--- src/rtl/apb_slave_regbank.sv ---
// APB3/APB4 completer: NUM_REGS byte-strobed 32-bit registers behind a fixed
// number of wait states, with PSLVERR on out-of-range word addresses.
module apb_slave_regbank #(
    parameter int ADDRWIDTH   = 16,
    parameter int DATAWIDTH   = 32,
    parameter int NUM_REGS    = 16,
    parameter int WAIT_CYCLES = 0
) (
    input  logic                          PCLK,
    input  logic                          PRESET,
    input  logic                          PSEL,
    input  logic                          PENABLE,
    input  logic [ADDRWIDTH-1:0]          PADDR,
    input  logic                          PWRITE,
    input  logic [DATAWIDTH-1:0]          PWDATA,
    input  logic [3:0]                    PSTRB,
    input  logic [2:0]                    PPROT,
    output logic [DATAWIDTH-1:0]          PRDATA,
    output logic                          PREADY,
    output logic                          PSLVERR,
    output logic [NUM_REGS*DATAWIDTH-1:0] REG_OUT
);
    localparam int IDXW = ADDRWIDTH - 2;

    localparam logic [0:0] ST_IDLE   = 1'b0;
    localparam logic [0:0] ST_ACCESS = 1'b1;

    logic [0:0]           state_q, state_d;
    logic [3:0]           wcnt_q, wcnt_d;
    logic [IDXW-1:0]      idx_q, idx_d;
    logic                 write_q, write_d;
    logic                 err_q, err_d;
    logic [DATAWIDTH-1:0] wdata_q, wdata_d;
    logic [3:0]           strb_q, strb_d;
    logic [DATAWIDTH-1:0] prdata_q, prdata_d;
    logic [DATAWIDTH-1:0] regs_q [NUM_REGS];
    logic [DATAWIDTH-1:0] regs_d [NUM_REGS];

    logic [IDXW-1:0]      setup_idx;
    logic                 setup_err;
    logic [DATAWIDTH-1:0] setup_rdata;
    logic                 unused_pins;

    assign setup_idx   = PADDR[ADDRWIDTH-1:2];
    assign setup_err   = ({1'b0, setup_idx} >= (IDXW+1)'(NUM_REGS));
    assign unused_pins = ^{PPROT, PADDR[1:0]};

    // Read data is captured at the setup edge so PRDATA is stable for the whole access phase.
    always_comb begin
        setup_rdata = '0;
        for (int k = 0; k < NUM_REGS; k++) begin
            if (setup_idx == IDXW'(k)) begin
                setup_rdata = regs_q[k];
            end
        end
    end

    assign PREADY  = (state_q == ST_ACCESS) && PSEL && PENABLE && (wcnt_q == 4'd0);
    assign PSLVERR = PREADY && err_q;

    always_comb begin
        state_d  = state_q;
        wcnt_d   = wcnt_q;
        idx_d    = idx_q;
        write_d  = write_q;
        err_d    = err_q;
        wdata_d  = wdata_q;
        strb_d   = strb_q;
        prdata_d = prdata_q;
        regs_d   = regs_q;
        case (state_q)
            ST_IDLE: begin
                if (PSEL && !PENABLE) begin
                    idx_d   = setup_idx;
                    write_d = PWRITE;
                    wdata_d = PWDATA;
                    strb_d  = PSTRB;
                    err_d   = setup_err;
                    wcnt_d  = 4'(WAIT_CYCLES);
                    state_d = ST_ACCESS;
                    if (!PWRITE) begin
                        prdata_d = setup_err ? '0 : setup_rdata;
                    end
                end
            end
            default: begin
                // A dropped PSEL is a master abort: leave without committing anything.
                if (!PSEL) begin
                    state_d = ST_IDLE;
                end else if (PENABLE) begin
                    if (wcnt_q != 4'd0) begin
                        wcnt_d = wcnt_q - 4'd1;
                    end else begin
                        if (write_q && !err_q) begin
                            for (int k = 0; k < NUM_REGS; k++) begin
                                if (idx_q == IDXW'(k)) begin
                                    for (int b = 0; b < 4; b++) begin
                                        if (strb_q[b]) begin
                                            regs_d[k][8*b +: 8] = wdata_q[8*b +: 8];
                                        end
                                    end
                                end
                            end
                        end
                        state_d = ST_IDLE;
                    end
                end
            end
        endcase
    end

    always_ff @(posedge PCLK or posedge PRESET) begin
        if (PRESET) begin
            state_q  <= ST_IDLE;
            wcnt_q   <= '0;
            idx_q    <= '0;
            write_q  <= 1'b0;
            err_q    <= 1'b0;
            wdata_q  <= '0;
            strb_q   <= '0;
            prdata_q <= '0;
            for (int k = 0; k < NUM_REGS; k++) begin
                regs_q[k] <= '0;
            end
        end else begin
            state_q  <= state_d;
            wcnt_q   <= wcnt_d;
            idx_q    <= idx_d;
            write_q  <= write_d;
            err_q    <= err_d;
            wdata_q  <= wdata_d;
            strb_q   <= strb_d;
            prdata_q <= prdata_d;
            for (int k = 0; k < NUM_REGS; k++) begin
                regs_q[k] <= regs_d[k];
            end
        end
    end

    assign PRDATA = prdata_q;

    always_comb begin
        REG_OUT = '0;
        for (int k = 0; k < NUM_REGS; k++) begin
            REG_OUT[k*DATAWIDTH +: DATAWIDTH] = regs_q[k];
        end
    end

endmodule

--- config.mk ---
export PLATFORM = sky130hd
export DESIGN_NAME = apb_slave_regbank
export DESIGN_NICKNAME = d
export VERILOG_FILES = /design/src/rtl/apb_slave_regbank.sv
export SDC_FILE = /design/constraint.sdc
export NUM_CORES = 1
export LEC_CHECK = 0
export CORE_MARGIN = 2
export CORE_UTILIZATION = 29
export CTS_CLUSTER_DIAMETER = 150
export DETAILED_ROUTE_END_ITERATION = 10
export HOLD_SLACK_MARGIN = 0.06
export SYNTH_ARGS = -nofsm -noshare
export SYNTH_HDL_FRONTEND = slang
export SYNTH_SLANG_ARGS = --single-unit
--- constraint.sdc ---
create_clock -name PCLK -period 24.2 [get_ports PCLK]
set_input_delay 3.63 -clock PCLK [delete_from_list [all_inputs] [get_ports PCLK]]
set_output_delay 3.63 -clock PCLK [all_outputs]
set_load 0.1 [all_outputs]
==> results.txt <==
sequential share of power: 0.477
internal power: 0.00172 W
initial antenna violation count: 8
PortBufs: 600
ys async rst share: 1.00
Leak: 16.4 nW
clock-pin slew on the worst setup and hold paths: 0.07 ns
Clock Skews: 0.0243 ns
CTS tree: built
drt drc: 0
most frequent cell after synthesis: dfrtp_1
outcome: finished clean
Setup crit end kind: output pin
CTS Sinks: 601
FF/Latch Area: 15,000 um2
Tot GR Track Use: 0.277
Setup crit start: PENABLE
reg2reg start: wcnt_q[0]$_DFFE_PP0P_
Clk pwr share: 0.478
post-synth top area share: 0.550
sequential area share after synthesis: 0.550
slowest stage cell, crit path: clkdlybuf4s50_1
Max Freq: 0.106 GHz
Synth area leaders: dfrtp_1 (55%), mux2_2 (23%), nand2_1 (1.9%)
crit-path leading delay family: buffers and inverters
setup violators final: 0
type of the worst min-delay path: reg2reg
n_diodes: 0
grt ovf: 0
Setup crit start kind: input port
cells after synthesis: 2,116
initial core utilization: 0.293
CP Class: in2out
Ys Warns: 0
crit path cell chain: clkdlybuf4s50_1, nand3_1, nor2_1, and2_1, clkdlybuf4s50_1
crit path max fanout: 4
Slew @ Worst Pin: 1.32 ns
Resized cells post-CTS: 0
Final Hold Fails: 0
syn_nets: 2,177
largest net degree at the start of global routing: 117
Mapped Area: 27,300 um2
Top FF cell, synth: dfrtp_1
vias: 22,200
WL final: 137,000 um
Placeable Area: 93,300 um2
Die X: 311 um
CP endpoint: PSLVERR
Post-CTS Setup Repair Bufs: 0
P_sw: 0.000600 W
Critical R2R Capture: REG_OUT[27]$_DFFE_PP0P_
ANT nets after route: 0
Via density: 5.50
area of the multi-input gates: 11,800 um2
RePlAce Congestion: 0.840
count of cell types in the netlist: 73
top cell type by total area after synthesis: dfrtp_1
NumNets Final: 2,787
CP most frequent cell: clkdlybuf4s50_1
vias in the first global route: 22,500
Avg Cell Area, Syn: 12.9 um2
first-pass GRT wire length: 187,000 um
Critical Path RT: 20.57 ns
Die Y: 311 um
post-route setup TNS: 0 ns
total CTS buffers: 72
Hold Startpoint: PRDATA[18]$_DFFE_PP0P_
CTS max path bufs: 3
fin. max-slew vios: 0
CTS root buf: clkbuf_16
layout filler cell count: 9,061
CP peak stage delay: 1.13 ns
fraction of layout cells with a size suffix above 1: 0.300
WP data arrival: 5.81 ns
Switching Share: 0.259
first-iteration detailed-routing DRC count: 2,024
Hold Slack: 0.502 ns
synth cell count leaders: dfrtp_1 (601), mux2_2 (567), nand2_1 (140)
Levels on crit path: 5
buffers and inverters on the worst path: 2
drt first pass iters: 6
WL/cell: 33.9 um
Yosys reg bits: 601
H-tree Lvls: 3
post-DP HPWL: 97,000 um
latest clock arrival within the worst-skew pair: 0.64 ns
fin crit share: 0.390
r2r setup slk: 20.13 ns
Gate power share: 0.045
area grow syn2layout: 36.1%
I/O Pins: 606
RSZ-0062 raised after global routing: no
Max IR drop VDD: 44.4 uV
Reg2Reg Depth: 9
max-cap viol count: 0
Max transition margin: 0.117
row count: 112
Post-CTS Hold Buffers: 0
die area: 96,800 um2
total power per unit cell area: 62.3 nW/um2
shortest period the worst path allows: 9.44 ns
number of synthesized flops with an enable pin: 0
-- logic make-up after synthesis --
family          Yosys count  share of synthesized area
fa+ha+maj                 1                   0.000457
flops                   601                      0.550
mux                     600                      0.253
xor+xnor                  2                   0.000641
compound gates          378                     0.0943
simple gates            399                     0.0795
buf+inv                 135                     0.0218
-- area by class of cell --
| cell class | count | share of cell area |
|---|---|---|
| clock inverters | 22 | 0.00679 |
| well taps | 1254 | 0.0422 |
| multi-input cells | 1380 | 0.316 |
| repair buffers | 661 | 0.173 |
| clock buffers | 107 | 0.0561 |
| flip-flops and latches | 601 | 0.404 |
| inverters | 10 | 0.00121 |
-- power by group through the flow --
| stage | sequential (W) | clock, W | combinational, W |
|---|---|---|---|
| finish | 0.00111 | 0.00111 | 0.000104 |
| global placement | 0.00112 | 0 | 0.000104 |
| CTS | 0.00110 | 0.00112 | 0.000106 |
| detailed placement | 0.00112 | 0 | 0.000105 |
| floorplan | 0.00107 | 0 | 0.0000895 |
| global route | 0.00111 | 0.00117 | 0.000114 |
-- flip-flops by register name, indices dropped and copies added, names as in the netlist --
register / cells
wdata_q: 32
REG_OUT: 512
strb_q: 4
wcnt_q: 4
err_q: 1
state_q: 1
idx_q: 14
write_q: 1
PRDATA: 32
-- metrics by stage --
| stage | utilization | cells | setup WS, ns | power (W) | instance area [um2] |
|---|---|---|---|---|---|
| after detailed placement | 0.374 | 3906 | 14.74 | 0.00123 | 34900 |
| final | 0.399 | 4035 | 14.76 | 0.00232 | 37200 |
| after floorplan | - | 2116 | 3.75 | 0.00116 | 27300 |
| after CTS | 0.399 | 4035 | 14.74 | 0.00233 | 37200 |
| after global placement | 0.374 | 3906 | 14.74 | 0.00123 | 34900 |
| after global routing | 0.399 | 4035 | 14.66 | 0.00239 | 37200 |
-- how the worst min path moves through the flow --
stage | to | cells after the start
floorplan | wcnt_q[0]$_DFFE_PP0P_ | 1
global placement | PRDATA[18]$_DFFE_PP0P_ | 2
detailed placement | PRDATA[18]$_DFFE_PP0P_ | 2
CTS | PRDATA[18]$_DFFE_PP0P_ | 2
global route | idx_q[6]$_DFFE_PP0P_ | 1
finish | PRDATA[18]$_DFFE_PP0P_ | 2
-- tightest hold or removal path, delay by kind of cell (launching register included) --
kind | cells | cell delay, ns
flops | 1 | 0.35
compound gates | 1 | 0.06
simple gates | 1 | 0.06
-- cells in the final DEF, fill, tap and decap left out, drive strengths merged, types with 22 or more instances in the layout --
cell             n
nand2          141
mux2           567
a221oi          24
nand3           37
clkdlybuf4s50  592
a22oi           52
o22ai           23
o21ai           77
nor3            22
a21oi           77
clkbuf         107
buf             69
dfrtp          601
nor2           113
-- metal layers --
layer / global-route usage / vias up / part of all wire
met2: 0.440 / 1137 / 0.46
li1: - / 9164 / -
met5: 0 / - / 0.000059
met4: 0.125 / 2 / 0.047
met3: 0.0856 / 256 / 0.091
met1: 0.343 / 11600 / 0.40
No activity file was read; power rests on OpenSTA's default activity.
